File: config.mk
export PLATFORM = sky130hd
export DESIGN_NAME = reg_wb_scheduler
export DESIGN_NICKNAME = d
export VERILOG_FILES = /design/src/rtl/cpu_pkg.sv /design/src/rtl/rr_arb2.sv /design/src/rtl/reg_wb_scheduler.sv
export SDC_FILE = /design/constraint.sdc
export NUM_CORES = 1
export LEC_CHECK = 0
export CORE_UTILIZATION = 45
export DETAILED_ROUTE_END_ITERATION = 12
export GPL_ROUTABILITY_DRIVEN = 0
export HOLD_SLACK_MARGIN = 0.06
export PLACE_DENSITY = 0.84
export SYNTH_ARGS = -nofsm -noshare
export SYNTH_HDL_FRONTEND = slang
export SYNTH_HIERARCHICAL = 1
export SYNTH_SLANG_ARGS = --single-unit
File: constraint.sdc
create_clock -name clk -period 3.9 [get_ports clk]
set_clock_uncertainty 0.15 [all_clocks]
set_input_delay 0.78 -clock clk [delete_from_list [all_inputs] [get_ports clk]]
set_output_delay 0.78 -clock clk [all_outputs]
set_load 0.005 [all_outputs]
File: src/rtl/cpu_pkg.sv
// Shared constants and types for the register writeback path.
// Requester ids double as bit positions in the arbiter request/grant vectors.
package cpu_pkg;

  localparam int XLEN = 32;
  localparam int AW   = 5;

  localparam logic [AW-1:0] REG_ZERO = '0;

  typedef enum logic {
    REQ_EX  = 1'b0,
    REQ_MEM = 1'b1
  } req_id_e;

endpackage

File: src/rtl/rr_arb2.sv
// Two-input round-robin arbiter: bit 0 is EX, bit 1 is MEM.
// Ready equals grant, so every grant is a completed handshake and updates the history.
module rr_arb2
  import cpu_pkg::*;
(
  input  logic       clk,
  input  logic       rst,
  input  logic [1:0] valid,
  output logic [1:0] grant
);

  req_id_e last_grant;
  req_id_e last_grant_nxt;

  // NOTE: sequential state uses non-blocking assignments so every flop samples pre-edge values.
  always_ff @(posedge clk) begin
    if (rst) begin
      last_grant <= REQ_MEM;
    end else begin
      last_grant <= last_grant_nxt;
    end
  end

  // NOTE: every output of this block gets a default first so no path leaves a latch behind.
  always_comb begin
    grant          = 2'b00;
    last_grant_nxt = last_grant;
    unique case (valid)
      2'b01:   grant = 2'b01;
      2'b10:   grant = 2'b10;
      2'b11:   grant = (last_grant == REQ_MEM) ? 2'b01 : 2'b10;
      default: grant = 2'b00;
    endcase
    if (grant[0]) begin
      last_grant_nxt = REQ_EX;
    end else if (grant[1]) begin
      last_grant_nxt = REQ_MEM;
    end
  end

endmodule

File: src/rtl/reg_wb_scheduler.sv
// Arbitrates EX/MEM writebacks onto the single regfile write port (one cycle registered)
// and keeps the per-register busy scoreboard used by decode for RAW/WAW stalls.
module reg_wb_scheduler #(
  parameter int XLEN = cpu_pkg::XLEN,
  parameter int AW   = cpu_pkg::AW
) (
  input  logic                 clk,
  input  logic                 rst,
  input  logic                 ex_valid,
  input  logic [AW-1:0]        ex_rd,
  input  logic [XLEN-1:0]      ex_data,
  output logic                 ex_ready,
  input  logic                 mem_valid,
  input  logic [AW-1:0]        mem_rd,
  input  logic [XLEN-1:0]      mem_data,
  output logic                 mem_ready,
  input  logic                 alloc_valid,
  input  logic [AW-1:0]        alloc_rd,
  output logic                 alloc_ready,
  input  logic [AW-1:0]        rs_a,
  input  logic [AW-1:0]        rs_b,
  output logic                 stall,
  output logic [(1<<AW)-1:0]   busy,
  output logic                 rf_we,
  output logic [AW-1:0]        rf_rw,
  output logic [XLEN-1:0]      rf_busw
);
  import cpu_pkg::*;

  localparam int NUM_REGS = 1 << AW;

  logic [1:0]          req_valid;
  logic [1:0]          grant;
  logic                wb_fire;
  logic                wb_write;
  logic [AW-1:0]       sel_rd;
  logic [XLEN-1:0]     sel_data;
  logic                alloc_fire;
  logic                commit_clear;
  logic [NUM_REGS-1:0] busy_q;
  logic [NUM_REGS-1:0] busy_nxt;

  assign req_valid = {mem_valid, ex_valid};

  rr_arb2 u_arb (
    .clk   (clk),
    .rst   (rst),
    .valid (req_valid),
    .grant (grant)
  );

  assign ex_ready  = grant[0];
  assign mem_ready = grant[1];
  assign wb_fire   = |grant;

  always_comb begin
    sel_rd   = ex_rd;
    sel_data = ex_data;
    if (grant[1]) begin
      sel_rd   = mem_rd;
      sel_data = mem_data;
    end
  end

  // x0 writes are accepted but never reach the port.
  assign wb_write = wb_fire && (sel_rd != REG_ZERO);

  // rf_rw/rf_busw only move on a real write so the port holds steady otherwise.
  always_ff @(posedge clk) begin
    if (rst) begin
      rf_we   <= 1'b0;
      rf_rw   <= REG_ZERO;
      rf_busw <= '0;
    end else begin
      rf_we <= wb_write;
      if (wb_write) begin
        rf_rw   <= sel_rd;
        rf_busw <= sel_data;
      end
    end
  end

  assign alloc_ready  = (alloc_rd == REG_ZERO) || !busy_q[alloc_rd];
  assign alloc_fire   = alloc_valid && alloc_ready && (alloc_rd != REG_ZERO);
  assign commit_clear = rf_we && (rf_rw != REG_ZERO);

  // Clear applies on the regfile commit edge; a same-edge set is applied last and wins.
  always_comb begin
    busy_nxt = busy_q;
    if (commit_clear) begin
      busy_nxt[rf_rw] = 1'b0;
    end
    if (alloc_fire) begin
      busy_nxt[alloc_rd] = 1'b1;
    end
    busy_nxt[0] = 1'b0;
  end

  // NOTE: the scoreboard is a control flag vector read straight out of reset, so unlike
  // pure data storage it must be reset.
  always_ff @(posedge clk) begin
    if (rst) begin
      busy_q <= '0;
    end else begin
      busy_q <= busy_nxt;
    end
  end

  assign busy  = busy_q;
  assign stall = ((rs_a != REG_ZERO) && busy_q[rs_a]) ||
                 ((rs_b != REG_ZERO) && busy_q[rs_b]);

endmodule

=== Word-level counts from Yosys, hierarchy flattened ===
Index checks and enable logic that the tools add are counted.

* Flip-flop bits (word level): 71
* Input port bits: 94
* Output and inout port bits: 74
* Logic and storage cells: 55

* Magnitude comparators: 6
* Eq/ne operators: 3
* Muxes and demuxes: 18
* Bitwise gates (word level): 3
* Reductions and logical operators: 19

{| class="wikitable"
|+ Operators with widths
! cell !! number
|-
| $mux W32 || 3
|-
| $and A32 B32 Y32 || 1
|-
| $not A32 Y32 || 1
|-
| $or A32 B32 Y32 || 1
|-
| $reduce_bool A5 Y1 || 5
|-
| $lt A5 B6 Y1 const B || 4
|-
| $bmux W1 S5 || 3
|-
| $demux W1 S5 || 2
|-
| $ge A5 B1 Y1 const B || 2
|-
| $logic_and A1 B1 Y1 || 8
|-
| $mux W1 || 7
|-
| $pmux W2 S3 || 1
|-
| $logic_not A5 Y1 || 1
|-
| $mux W5 || 1
|-
| $eq A2 B2 Y1 const B || 2
|-
| $eq A2 B1 Y1 const B || 1
|-
| $logic_or A1 B1 Y1 || 2
|-
| $mux W2 || 1
|-
| $reduce_bool A2 Y1 || 1
|-
| $reduce_or A2 Y1 || 1
|-
| $logic_not A1 Y1 || 1
|}

=== Depth between registers and ports, before layout ===
Gate-level depths: netlist of run 1.

* Depth in word-level cells: 9
* Gate-level depth with buffers: 8

=== By module ===
Netlist of run 1, hierarchy kept.

{| class="wikitable"
|+ By module, submodules not included
! module !! instances !! cells an instance !! area each (µm²)
|-
| reg_wb_scheduler || 1 || 414 || 3920.0
|-
| rr_arb2 || 1 || 7 || 55.1
|}

=== Least setup slack after synthesis of run 1 ===
OpenSTA, ideal clock, no wires.

* Path type: input port to output port
* From: in rs_b[0]
* To: out stall
* Data arrival time: 2.028 ns
* Data required time: 2.970 ns
* Slack: 0.942 ns
* Stages on the path: 6
* Buffers on the path: 1
* Cell sequence: buf_2 mux4_2 mux2i_1 mux2i_1 a22oi_1 o211ai_1

* Longest elaborated chain between the ends: 4
* Elaborated cells between the ends (all ways): 5

{| class="wikitable"
|+ RTL lines
! what !! line !! RTL
|-
| start: declaration || reg_wb_scheduler.sv:21 || <nowiki>input logic [AW-1:0] rs_b,</nowiki>
|-
| $bmux W1 S5 || reg_wb_scheduler.sv:111 || <nowiki>((rs_b != REG_ZERO) && busy_q[rs_b]);</nowiki>
|-
| $mux W1 (implied by the code) || reg_wb_scheduler.sv:111 ||
|-
| $logic_and A1 B1 Y1 (*) || reg_wb_scheduler.sv:111 ||
|-
| $logic_or A1 B1 Y1 (*) || reg_wb_scheduler.sv:110 || <nowiki>assign stall = ((rs_a != REG_ZERO) && busy_q[rs_a]) ||</nowiki>
|-
| end: declaration || reg_wb_scheduler.sv:22 || <nowiki>output logic stall,</nowiki>
|}

Mark *: on every way between the ends. The rest lies on a longest branch, timed or not. The select of a mux whose other input is x is not followed.

=== Worst setup path after layout of run 1 ===
* From: in alloc_rd[0]
* To: out alloc_ready

* Longest elaborated chain between the ends: 4
* Elaborated cells between the ends (all ways): 5

{| class="wikitable"
|+ RTL lines
! what !! line !! RTL
|-
| start: declaration || reg_wb_scheduler.sv:18 || <nowiki>input logic [AW-1:0] alloc_rd,</nowiki>
|-
| $bmux W1 S5 || reg_wb_scheduler.sv:83 || <nowiki>assign alloc_ready = (alloc_rd == REG_ZERO) || !busy_q[alloc_rd];</nowiki>
|-
| $mux W1 (implied by the code) || reg_wb_scheduler.sv:83 ||
|-
| $logic_not A1 Y1 || reg_wb_scheduler.sv:83 ||
|-
| $logic_or A1 B1 Y1 (*) || reg_wb_scheduler.sv:83 ||
|-
| end: declaration || reg_wb_scheduler.sv:19 || <nowiki>output logic alloc_ready,</nowiki>
|}

Marked as above.

==> results of run 1 <==
registers in the layout, indices dropped and copies added (netlist names):
name and cells:
rf_rw 5, busy 31, u_arb/last_grant 1, rf_busw 32, rf_we 1
area by class of cell:
class	instances	area [sq um]	area share
multi-input cells	310	2390	0.403
repair buffers	186	1820	0.307
flip-flops and latches	70	1400	0.236
clock buffers	11	141	0.0238
well taps	105	131	0.0221
clock inverters	5	35.0	0.00590
inverters	5	18.8	0.00316
Yosys cell counts (3+ instances only):
master	n	area share
dfxtp_1	70	0.35
nor2_1	50	0.047
mux2i_1	49	0.12
nand2_1	28	0.026
clkbuf_1	25	0.024
a211oi_1	24	0.045
o211ai_1	18	0.034
o21ai_0	18	0.023
mux4_2	17	0.096
nand3_1	12	0.015
a211oi_2	10	0.031
o21ai_1	8	0.010
a32o_1	6	0.015
buf_2	6	0.0076
or2_2	6	0.0094
inv_1	5	0.0047
nand2b_1	5	0.0079
nand3b_1	5	0.0094
mux2_2	4	0.011
nand4b_1	4	0.0088
nor3_1	4	0.0050
nor3b_1	4	0.0076
a221oi_1	3	0.0066
and2_1	3	0.0047
buf_6	3	0.0085
o21ai_2	3	0.0066
or3b_2	3	0.0066
kinds of logic after synthesis:
group | synth area share
AOI/OAI and AO/OA | 0.200
buffers and inverters | 0.0482
DFF | 0.353
muxes | 0.231
other | 0.000943
and+or+nand+nor | 0.168
cell usage in the layout (no fill, tap or decap), drive strengths merged, types with 2 or more instances in the layout:
| master | instances |
|---|---|
| clkinv | 4 |
| nand3 | 12 |
| clkbuf | 11 |
| o211ai | 18 |
| or4 | 2 |
| a31oi | 2 |
| mux4 | 17 |
| nand2 | 28 |
| inv | 5 |
| a32o | 6 |
| mux2 | 4 |
| nand3b | 5 |
| or2 | 7 |
| o21ai | 29 |
| and3 | 2 |
| or3b | 3 |
| dfxtp | 70 |
| nor3b | 4 |
| and2 | 3 |
| a22oi | 2 |
| mux2i | 49 |
| clkdlybuf4s50 | 163 |
| nand2b | 5 |
| o22ai | 2 |
| a211oi | 34 |
| a221oi | 3 |
| nor2 | 50 |
| buf | 21 |
| a21boi | 2 |
| nand4b | 4 |
| nor3 | 4 |
power groups by stage:
| stage | Combinational [uW] | Clock [uW] | Sequential (uW) |
|---|---|---|---|
| global route | 475 | 564 | 806 |
| CTS | 442 | 534 | 801 |
| finish | 440 | 525 | 801 |
| global placement | 430 | 0 | 814 |
| detailed placement | 438 | 0 | 817 |
| floorplan | 207 | 0 | 807 |
per-layer routing:
| metal | routed length (um) | up-vias | part of all wire |
|---|---|---|---|
| met3 | 1190 | 21 | 0.098 |
| met5 | 0 | - | 0 |
| li1 | - | 1908 | - |
| met4 | 245 | 0 | 0.020 |
| met2 | 6030 | 243 | 0.49 |
| met1 | 4710 | 1908 | 0.39 |
worst max-delay path: cells and delay by family:
kind,cells,cell delay [ns]
buffers and inverters,3,0.90
AOI/OAI and AO/OA,2,0.36
muxes,1,0.50
and+or+nand+nor,1,0.22
per-stage QoR:
stage | std cells | cell area [sq um] | setup TNS [ns] | total power [uW] | hold WS (ns)
after detailed placement | 676 | 5760 | -0.0725 | 1260 | 0.343
after CTS | 692 | 5940 | 0 | 1780 | 0.355
after floorplan | 421 | 3980 | 0 | 1010 | 0.322
after global placement | 676 | 5760 | -0.0288 | 1240 | 0.332
final | 692 | 5940 | 0 | 1770 | 0.354
after global routing | 692 | 5940 | 0 | 1850 | 0.371
what timing repair did:
item | 4_1_cts | 5_1_grt
resized for setup | 1 | 1
setup buffers | 0 | 0
endpoints found under the setup margin | 1 | 1
hold buffers | 0 | 0
worst max path at each step:
| stage | endpoint | cells past startpoint |
|---|---|---|
| final | alloc_ready | 7 |
| after detailed placement | alloc_ready | 7 |
| after CTS | stall | 8 |
| after global placement | alloc_ready | 7 |
| after global routing | alloc_ready | 9 |
| after floorplan | stall | 6 |
==> results.txt, run 1 <==
grt total ovfl - 0
routed wire length per instance - 17.6 um
# rows - 33
Area Growth Syn to Fin - 49.4%
endpoints failing setup - 0
Avg Inst Size Synth - 9.44 sq um
CTS Buffer Depth - 2
register area share after synthesis - 0.353
DIE AREA - 9210 sq um
Clock Latency Late Sink - 0.34 ns
flop-to-flop setup slack - 1.35 ns
CP Launch Type - input pin
reg2reg end - rf_busw[11]
outcome - complete, no violations
crit path DAT - 2.76 ns
DR vias/cell - 5.90
max incr delay on CP - 0.50 ns
final max-slew violation count - 0
final net count - 676
CTS H-tree lvls - 3
#FFs+latches synth - 70
Final WS setup - 0.212 ns
maximum vdd drop - 0.188 mV
RR Startpoint - u_arb/last_grant
met2 usage - 0.478
first-pass GRT wire length - 19100 um
Pwr Density - 297 nW/um^2
final wirelength - 12200 um
Switch Pwr - 501 uW
slowest CP cell - mux4_2
Hold EP - rf_busw[7]
max_slew headroom - 0.621
Post-synth EDFFs - 0
CTS tree - yes
Worst Path Max Fanout - 6
GRT Total Usage - 0.272
HP Class - reg2reg
DRT iter0 DRCs - 210
Core Area - 8380 sq um
GRT Max-Usage Layer - met2
Final Hold Fails - 0
clk sinks - 70
dpl ws - -0.0725 ns
fin util - 0.709
Antenna Cells - 0
Least-Margin Pin Slew - 0.564 ns
pin count of the biggest net entering global routing - 59
switching share of total power - 0.284
Gate Count Post-Synth - 421
initial antenna violation count - 0
post-route ant nets - 0
DP Wirelength - 9550 um
hold_sp - rf_busw[7]
number of fill cells - 621
max-cap violations - 0
asr flop ratio synth - 0
Residual DRC - 0
CP Capture Type - output port
Vias - 4080
Starting Density - 0.474
hold-critical path depth - 2
crit path cell chain - clkdlybuf4s50_1, buf_4, mux4_2, a22oi_1, a21boi_0, nor4_1, dlygate4sd2_1
met3 usage - 0.0632
Pint - 1260 uW
leading register cell type out of synthesis - dfxtp_1
Leakage - 0.00214 uW
Seq pwr share - 0.454
Die Span X - 96.0 um
distinct cell type count after synthesis - 48
Fmax - 271 MHz
Tcrit/Tclk final - 0.946
clock root cell - clkbuf_8
kind of critical path - in2out
grt met1 use - 0.317
Mapped Nets - 515
die height - 96.0 um
Comb pwr share - 0.249
layout cells sized above 1 - 0.138
Worst Setup SP - alloc_rd[0]
number of port buffers - 166
number of global-route vias before repair - 4001
yosys warns - 6
post-route minimum period - 3.69 ns
Register-to-Register Path Depth - 7
Clock Power Share - 0.297
CTS Buf Count - 9
Ports - 168
unrepaired setup endpoints after global routing - no
Clock Pin Slew Worst Setup and Hold Paths - 0.08 ns
CP Data Required Time - 2.97 ns
first-pass detailed-route iteration total - 5
Netlist Area Pre-Place - 3980 sq um
Note: power is estimated with default switching activity, not from simulation.
==> run 2, diff against run 1 <==
Clock period 3.9 ns to 4.5 ns, I/O delays scaled along.
==> results.txt, run 2 (synthesized netlist as in run 1, its figures left out) <==
outcome - complete, no violations
DR vias/cell - 5.86 (-0.65%)
kind of critical path - in2out
initial antenna violation count - 0 (unchanged)
post_cts resized - 0 (-1)
Worst Setup SP - alloc_rd[0]
endpoints failing setup - 0 (unchanged)
Fmax - 232 MHz
Final Hold Fails - 0 (unchanged)
Ports - 168 (unchanged)
crit path buf inv count - 3 (unchanged)
DIE AREA - 9210 sq um (unchanged)
Clock Pin Slew Worst Setup and Hold Paths - 0.07 ns (about the same)
final net count - 665 (-1.6%)
unrepaired setup endpoints after global routing - no
max-cap violations - 0 (unchanged)
CTS Buffer Depth - 2 (unchanged)
Leakage - 0.00209 uW (-2.5%)
Most flops, register - rf_busw
CP Launch Type - input pin
clk sinks - 70 (unchanged)
crit path DAT - 3.27 ns (+0.51 ns)
CTS tree - yes
most frequent cells in the layout - clkdlybuf4s50_1 (165), dfxtp_1 (70), nor2_1 (50)
hold slack - 0.351 ns (-0.00276 ns)
final max-slew violation count - 0 (unchanged)
Area Growth Syn to Fin - 48.2%
Least-Margin Pin Slew - 0.911 ns (+0.348 ns)
Residual DRC - 0 (unchanged)
HP Class - reg2reg
Starting Density - 0.474 (unchanged)
Worst Path Max Fanout - 12 (+6)
clock root cell - clkbuf_8
number of port buffers - 166 (unchanged)
Die Span X - 96.0 um (unchanged)
die height - 96.0 um (unchanged)
CTS H-tree lvls - 3 (unchanged)
flop-to-flop setup slack - 2.03 ns (+0.68 ns)
reg2reg end - rf_busw[5]
layout cells sized above 1 - 0.123 (-0.0147)
CP Data Required Time - 3.45 ns (+0.48 ns)
Hold EP - rf_busw[18]
Core Area - 8380 sq um (unchanged)
CTS Buf Count - 9 (unchanged)
final std cells w/o fill - 681 (-1.6%)
first-pass GRT wire length - 19200 um (+0.47%)
Clock Latency Late Sink - 0.34 ns (about the same)
first-pass detailed-route iteration total - 7 (+2)
CP Capture Type - output port
Pwr Density - 277 nW/um^2 (-6.9%)
GRT Total Usage - 0.269 (-0.00395)
Antenna Cells - 0 (unchanged)
RR Startpoint - u_arb/last_grant
crit-path leading delay family - buffers and inverters
Vias - 3989 (-2.2%)
# rows - 33 (unchanged)
DRT iter0 DRCs - 193 (-8.1%)
maximum vdd drop - 0.237 mV (+26%)
max incr delay on CP - 0.57 ns (+0.07 ns)
post-route ant nets - 0 (unchanged)
number of global-route vias before repair - 3953 (-1.2%)
hold_sp - rf_busw[18]
pin count of the biggest net entering global routing - 42 (-29%)
commonest non-fill, non-tap cell in the layout - clkdlybuf4s50_1
Register-to-Register Path Depth - 7 (unchanged)
routed wire length per instance - 17.7 um (+0.66%)
# Post-CTS Setup Buffers - 0 (unchanged)
Fin Setup TNS - 0 ns (unchanged)
slowest CP cell - clkdlybuf4s50_1
max_slew headroom - 0.392 (-0.229)
WP depth - 7 (unchanged)
CTS Hold Bufs - 0 (unchanged)
Tcrit/Tclk final - 0.959
Largest register FFs - 32 (unchanged)
DP Wirelength - 9350 um (-2.2%)
post-route minimum period - 4.32 ns
Placed Cells - 665 (-1.6%)
grt total ovfl - 0 (unchanged)
most frequent CP cell - clkdlybuf4s50_1
hold-critical path depth - 2 (unchanged)
final wirelength - 12100 um (-0.94%)
crit path cell chain - clkdlybuf4s50_1, buf_4, mux4_2, a22oi_1, a21boi_0, nor4_1, clkdlybuf4s50_1
-- run 2: changes by cell type in the layout (fill, tap and decap cells not counted) --
cell / change
buf_4: -10
bufinv_16: +2
clkdlybuf4s50_1: +2
clkinv_4: -2
buf_12: -1
clkbuf_1: -1
clkinvlp_4: +1
dlygate4sd2_1: -1
dlymetal6s2s_1: -1
-- run 2: worst max path at each step --
stage | to | slack (ns)
finish | alloc_ready | 0.18
detailed placement | alloc_ready | 0.22
floorplan | stall | 1.30
CTS | alloc_ready | 0.21
global placement | alloc_ready | 0.24
global route | alloc_ready | 0.003
-- run 2: power by group --
group / internal [uW] / switching [uW]
clock: 325 / 237
sequential: 660 / 35.5
combinational: 216 / 156
-- run 2: cell type report --
cell class                 count  area [sq um]
fill                         626          2490
multi-input combinational    310          2390
inverter                       5          18.8
sequential                    70          1400
clock inverter                 6          85.1
timing repair buffer         175          1720
clock buffer                  10           138
tap                          105           131
-- run 2: tightest hold or removal path, delay by kind of cell (launching register included) --
family           cells  cell delay, ns
AND/OR/NAND/NOR      1            0.09
AO/OA/AOI/OAI        1            0.05
flip-flops           1            0.31
-- run 2: metrics by stage --
step	setup WS [ns]	util	total power [uW]	area [sq um]
4_1_cts	0.210	0.703	1630	5890
5_1_grt	0.00308	0.703	1690	5890
3_3_place_gp	0.245	0.676	1070	5670
2_1_floorplan	1.30	-	879	3980
3_5_place_dp	0.219	0.676	1080	5670
6_report	0.183	0.703	1630	5890
-- run 2: layer usage --
layer / track usage / share of wire / vias to the layer above
met5: 0 / 0 / -
met4: 0.111 / 0.019 / 0
met3: 0.0719 / 0.099 / 27
met2: 0.463 / 0.49 / 234
met1: 0.314 / 0.39 / 1847
li1: - / - / 1881
==> run 3, diff against run 2 <==
Settings changed: CAP_MARGIN set to 20, CORE_UTILIZATION 45 to 40, PLACE_DENSITY 0.84 to 0.76.
==> results.txt, run 3 (synthesized netlist as in run 1, its figures left out) <==
outcome - complete, no violations
CTS H-tree lvls - 3 (unchanged)
CTS tree - yes
most frequent cells in the layout - clkdlybuf4s50_1 (162), dfxtp_1 (70), nor2_1 (50)
Most flops, register - rf_busw
DP Wirelength - 9580 um (+2.5%)
endpoints failing setup - 0 (unchanged)
first-pass detailed-route iteration total - 5 (-2)
Tcrit/Tclk final - 0.956 (-0.00372)
final max-slew violation count - 0 (unchanged)
Starting Density - 0.410 (-0.0638)
max-cap violations - 0 (unchanged)
Fmax - 233 MHz (+0.39%)
# rows - 36 (+9.1%)
DR vias/cell - 5.65 (-3.6%)
final wirelength - 12400 um (+2.7%)
Residual DRC - 0 (unchanged)
post-route ant nets - 0 (unchanged)
layout cells sized above 1 - 0.117 (-0.00674)
unrepaired setup endpoints after global routing - no
number of port buffers - 166 (unchanged)
Least-Margin Pin Slew - 0.931 ns (+0.0193 ns)
Leakage - 0.00210 uW (+0.50%)
Clock Latency Late Sink - 0.35 ns (about the same)
Core Area - 9680 sq um (+16%)
commonest non-fill, non-tap cell in the layout - clkdlybuf4s50_1
max_slew headroom - 0.379 (-0.0129)
Final WS setup - 0.200 ns (+0.0167 ns)
Vias - 3999 (+0.25%)
first-pass GRT wire length - 19400 um (+1.2%)
hold slack - 0.351 ns (-0.000346 ns)
HP Class - reg2reg
CTS Buffer Depth - 2 (unchanged)
clk sinks - 70 (unchanged)
Largest register FFs - 32 (unchanged)
maximum vdd drop - 0.166 mV (-30%)
DRT iter0 DRCs - 184 (-4.7%)
CP Data Required Time - 3.45 ns (about the same)
Multi-input gate area - 2390 sq um (unchanged)
die height - 102 um (+5.9%)
post-route minimum period - 4.30 ns (-0.0167 ns)
Antenna Cells - 0 (unchanged)
GRT Total Usage - 0.248 (-0.0210)
CP Launch Type - input pin
Final Hold Fails - 0 (unchanged)
DIE AREA - 10300 sq um (+12%)
Fin Setup TNS - 0 ns (unchanged)
clock root cell - clkbuf_8
kind of critical path - in2out
pin count of the biggest net entering global routing - 45 (+7.1%)
Area Growth Syn to Fin - 48.2% (unchanged)
Storage cell area - 1400 sq um (unchanged)
number of fill cells - 845 (+35%)
final net count - 665 (unchanged)
Worst Path Max Fanout - 8 (-4)
crit path DAT - 3.25 ns (-0.02 ns)
initial antenna violation count - 0 (unchanged)
routed wire length per instance - 17.5 um (-1.2%)
Die Span X - 102 um (+5.9%)
grt total ovfl - 0 (unchanged)
# Post-CTS Setup Buffers - 0 (unchanged)
dpl ws - 0.165 ns (-0.0539 ns)
number of global-route vias before repair - 3965 (+0.30%)
CP Capture Type - output port
CTS Buf Count - 9 (unchanged)
Pwr Density - 258 nW/um^2 (-6.7%)
Ports - 168 (unchanged)
Clock Pin Slew Worst Setup and Hold Paths - 0.07 ns (about the same)
run 3: metal layers:
| layer | global-route usage | vias to the layer above | share of wire |
|---|---|---|---|
| met5 | 0 | - | 0 |
| met1 | 0.283 | 1863 | 0.40 |
| met2 | 0.429 | 229 | 0.48 |
| li1 | - | 1880 | - |
| met4 | 0.100 | 0 | 0.024 |
| met3 | 0.0766 | 27 | 0.099 |
run 3: cell type report:
class,count,share of cell area
clock buffers,14,0.0276
multi-input cells,310,0.406
flip-flops and latches,70,0.238
repair buffers,175,0.296
inverters,5,0.00319
well taps,133,0.0283
clock inverters,1,0.000850
run 3: repair_timing:
action | in CTS | in global routing
hold buffers | 0 | 0
hold endpoints to repair | 0 | 0
endpoints found under the setup margin | 0 | 1
resized for setup | 0 | 3
run 3: worst max-delay path, stage by stage:
cell             delay [ns]
clkdlybuf4s50_1        0.77
mux4_2                 0.56
mux2_2                 0.28
a31oi_1                0.18
o211ai_1               0.11
clkdlybuf4s50_1        0.45
run 3: through the flow:
stage	std cells	area (sq um)	power [uW]	utilization
2_1_floorplan	421	3980	879	-
3_3_place_gp	692	5690	1070	0.588
3_5_place_dp	692	5690	1080	0.588
4_1_cts	707	5860	1530	0.605
5_1_grt	708	5890	1590	0.608
6_report	708	5890	1520	0.608
run 3: power by group:
group | switching [uW] | leakage, uW | internal (uW)
combinational | 158 | 0.00144 | 219
clock | 221 | 0.0000865 | 227
sequential | 34.1 | 0.000575 | 660
total | 414 | 0.00210 | 1110
run 3: final timing paths:
path / depth (start not counted) / start / end / slack, ns
setup / recovery: 6 / rs_a[0] / stall / 0.20
hold / removal: 2 / rf_busw[17] / rf_busw[17] / 0.35
setup reg to reg: 9 / u_arb/last_grant / rf_busw[13] / 1.99
hold reg to reg: 2 / rf_busw[17] / rf_busw[17] / 0.35
==> RTL change: new RTL, flow settings as in run 1 <==
`REG_ZERO`: '0 -> 1.
--- a/src/rtl/cpu_pkg.sv
+++ b/src/rtl/cpu_pkg.sv
@@ -5,7 +5,7 @@
   localparam int XLEN = 32;
   localparam int AW   = 5;
 
-  localparam logic [AW-1:0] REG_ZERO = '0;
+  localparam logic [AW-1:0] REG_ZERO = 1;
 
   typedef enum logic {
     REQ_EX  = 1'b0,
Check against the original RTL: not equivalent (Yosys sat finds a counterexample within 4 cycles, from zero or initial values and one cycle with rst high).
==> RTL change against run 1 <==
Combinational power grew 3%; via count rose by 4.0%; cell area increased by 4.7%; area after synthesis rose by 3.1%; sequential cell count unchanged; worst setup slack got worse by 91 ps; wire length rose by 8.6%; total power is 9.4% higher; count of clock-buffer cells in the layout is the same; non-clock buffer count increased by 9; critical path type unchanged; largest power group unchanged.
==> RTL change: results (changes against run 1) <==
qor: run_status.status finished, final reports clean
qor: drt.vias 4245 [+4.0%]
qor: place.place_area 0.00594 mm^2 [+3.0%]
qor: hold_path.hold_path_startpoint rf_busw[25]$_SDFFE_PP0P_
qor: grt.grt_first_pass_wirelength 21300 um [+12%]
qor: worst_setup_path.slowest_delay 540 ps [+40 ps]
qor: worst_setup_path.r2r-start u_arb/last_grant$_SDFFE_PP1P_
qor: synthesis.synth_compound_area_share 16.5% [-3.4 points]
qor: worst_setup_path.critical_path.slowest_cell sky130_fd_sc_hd__clkdlybuf4s50_1
qor: grt.grt.overflow.total 0 [unchanged]
qor: place.placement.io_buffers 166 [unchanged]
qor: sta.worstMarginPinSlew 905 ps [+341 ps]
qor: worst_setup_path.critical_path_peak_fanout 5 [-1]
qor: sta.finalSetupViolations 0 [unchanged]
qor: final_layout.max_flop_register rf_busw
qor: final_layout.layout-drive-gt1-share 13.5% [-0.29 points]
qor: power_and_ir_drop.cellLeakagePower 2.32 nW [+8.4%]
qor: synthesis.post_synth_xor_area_fraction 0% [unchanged]
qor: synthesis.synth_fp_nets 543 [+5.4%]
qor: grt.antenna_found_initial 0 [unchanged]
qor: synthesis.unique_masters_post_synth 52 [+8.3%]
qor: drt.drtIter0Drc 322 [+53%]
qor: synthesis.post_synth_fa_ha_maj_area_fraction 0% [unchanged]
qor: final_layout.layout.nets 711 [+5.2%]
qor: synthesis.synth.top_cells.by_count sky130_fd_sc_hd__dfxtp_1 (70), sky130_fd_sc_hd__mux2i_1 (44), sky130_fd_sc_hd__o21ai_0 (43)
qor: grt.grt_start_max_net_pins 47 [-20%]
qor: final_layout.final.fill_count 667 [+7.4%]
qor: grt.groute.usage.overall 28.3% [+1.0 points]
qor: worst_setup_path.regToRegEndpoint rf_busw[12]$_SDFFE_PP0P_
qor: hold_path.min_delay_worst_endpoint rf_busw[25]$_SDFFE_PP0P_
qor: sta.fin_worst_hold_slack 351 ps [-2.69 ps]
qor: cts.htree_num_levels 3 [unchanged]
qor: synthesis.ys_async_sr_fraction 0% [unchanged]
qor: power_and_ir_drop.power.ir.vdd_worst 0.177 mV [-6.1%]
qor: drt.met3WireLength 1070 um [-10%]
qor: worst_setup_path.arrival_time_reported_for_the_critical_path_endpoint 2850 ps [+90 ps]
qor: drt.wl_met2 6520 um [+8.0%]
qor: cts.cts-buffers-inserted 9 [unchanged]
qor: drt.drt-met1-wl 5390 um [+14%]
qor: synthesis.seq_area_frac_synth 34.2% [-1.1 points]
qor: synthesis.ys_top_cells_by_area sky130_fd_sc_hd__dfxtp_1 (34%), sky130_fd_sc_hd__mux2i_1 (11%), sky130_fd_sc_hd__a211oi_1 (6.6%), sky130_fd_sc_hd__mux4_2 (6.6%), sky130_fd_sc_hd__o21ai_0 (5.2%)
qor: synthesis.synth_mux_area_share 22.6% [-0.46 points]
qor: drt.finalWirelength 13200 um [+8.6%]
qor: place.hpwl 9950 um [+4.2%]
qor: synthesis.synthesis.yosys.warnings 6 [unchanged]
qor: final_layout.largest_register_ff_count 32 [unchanged]
## RTL change: changes by cell type in the layout (fill, tap and decap cells not counted), moves of 8 or more
cell	delta
sky130_fd_sc_hd__o211ai_1	-18
sky130_fd_sc_hd__a211oi_2	-10
sky130_fd_sc_hd__nor2b_1	+18
sky130_fd_sc_hd__a211oi_1	+12
sky130_fd_sc_hd__nand3b_1	+13
sky130_fd_sc_hd__o21ai_0	+25
sky130_fd_sc_hd__nor2_1	-9
sky130_fd_sc_hd__o21ai_1	-8
## RTL change: what timing repair did
item,4_1_cts,5_1_grt
hold buffers,0,0
endpoints found under the setup margin,2,1
cloned,0,0
pin swaps,0,1
gates resized for setup,5,9
setup buffers,0,2
## RTL change: cells by family after synthesis
family | count (synthesis)
AOI/OAI and AO/OA | 105
buffers and inverters | 46
DFF | 70
muxes | 70
other | 1
and+or+nand+nor | 157
## RTL change: metal layers
metal	vias up	GRT usage, %
li1	2011	-
met1	1978	34.5
met2	228	47.8
met3	28	7.27
met4	0	10.5
met5	-	0
## RTL change: final cells by class
class	count	area (um^2)	area share, %
Sequential cell	70	1400	22.5
Clock inverter	5	81.3	1.31
Clock buffer	11	151	2.44
Inverter	8	30.0	0.483
Multi-Input combinational cell	333	2520	40.5
Tap cell	108	135	2.17
Timing Repair Buffer	195	1900	30.5
## RTL change: how the worst max path moves through the flow
stage	from	end	slack, ps	cells after the start
after floorplan	rs_a[0]	stall	700	6
after global routing	rs_b[0]	stall	-3	7
after global placement	rs_a[0]	stall	-290	8
after CTS	rs_a[0]	stall	-60	8
final	rs_b[0]	stall	120	7
after detailed placement	rs_a[0]	stall	-320	8
## RTL change: metrics by stage
step	TNS (ps)	setup slack [ps]	cells	power (W)
after floorplan	0	704	449	0.00101
after global placement	-339	-287	712	0.00125
after detailed placement	-418	-319	712	0.00126
after CTS	-64.2	-64.2	728	0.00194
after global routing	-3.03	-3.03	730	0.00201
final	0	121	730	0.00193
## RTL change: critical path, delay by kind of cell
| family | cells | cell delay, ps |
|---|---|---|
| AND/OR/NAND/NOR | 1 | 510 |
| multiplexers | 2 | 650 |
| buffers and inverters | 3 | 830 |
| AO/OA/AOI/OAI | 1 | 80 |
## RTL change: power by group
part | leakage (nW) | switching (W) | total [W] | internal (W)
registers | 0.575 | 0.0000412 | 0.000802 | 0.000761
logic | 1.63 | 0.000189 | 0.000454 | 0.000265
clock network | 0.116 | 0.000282 | 0.000677 | 0.000395
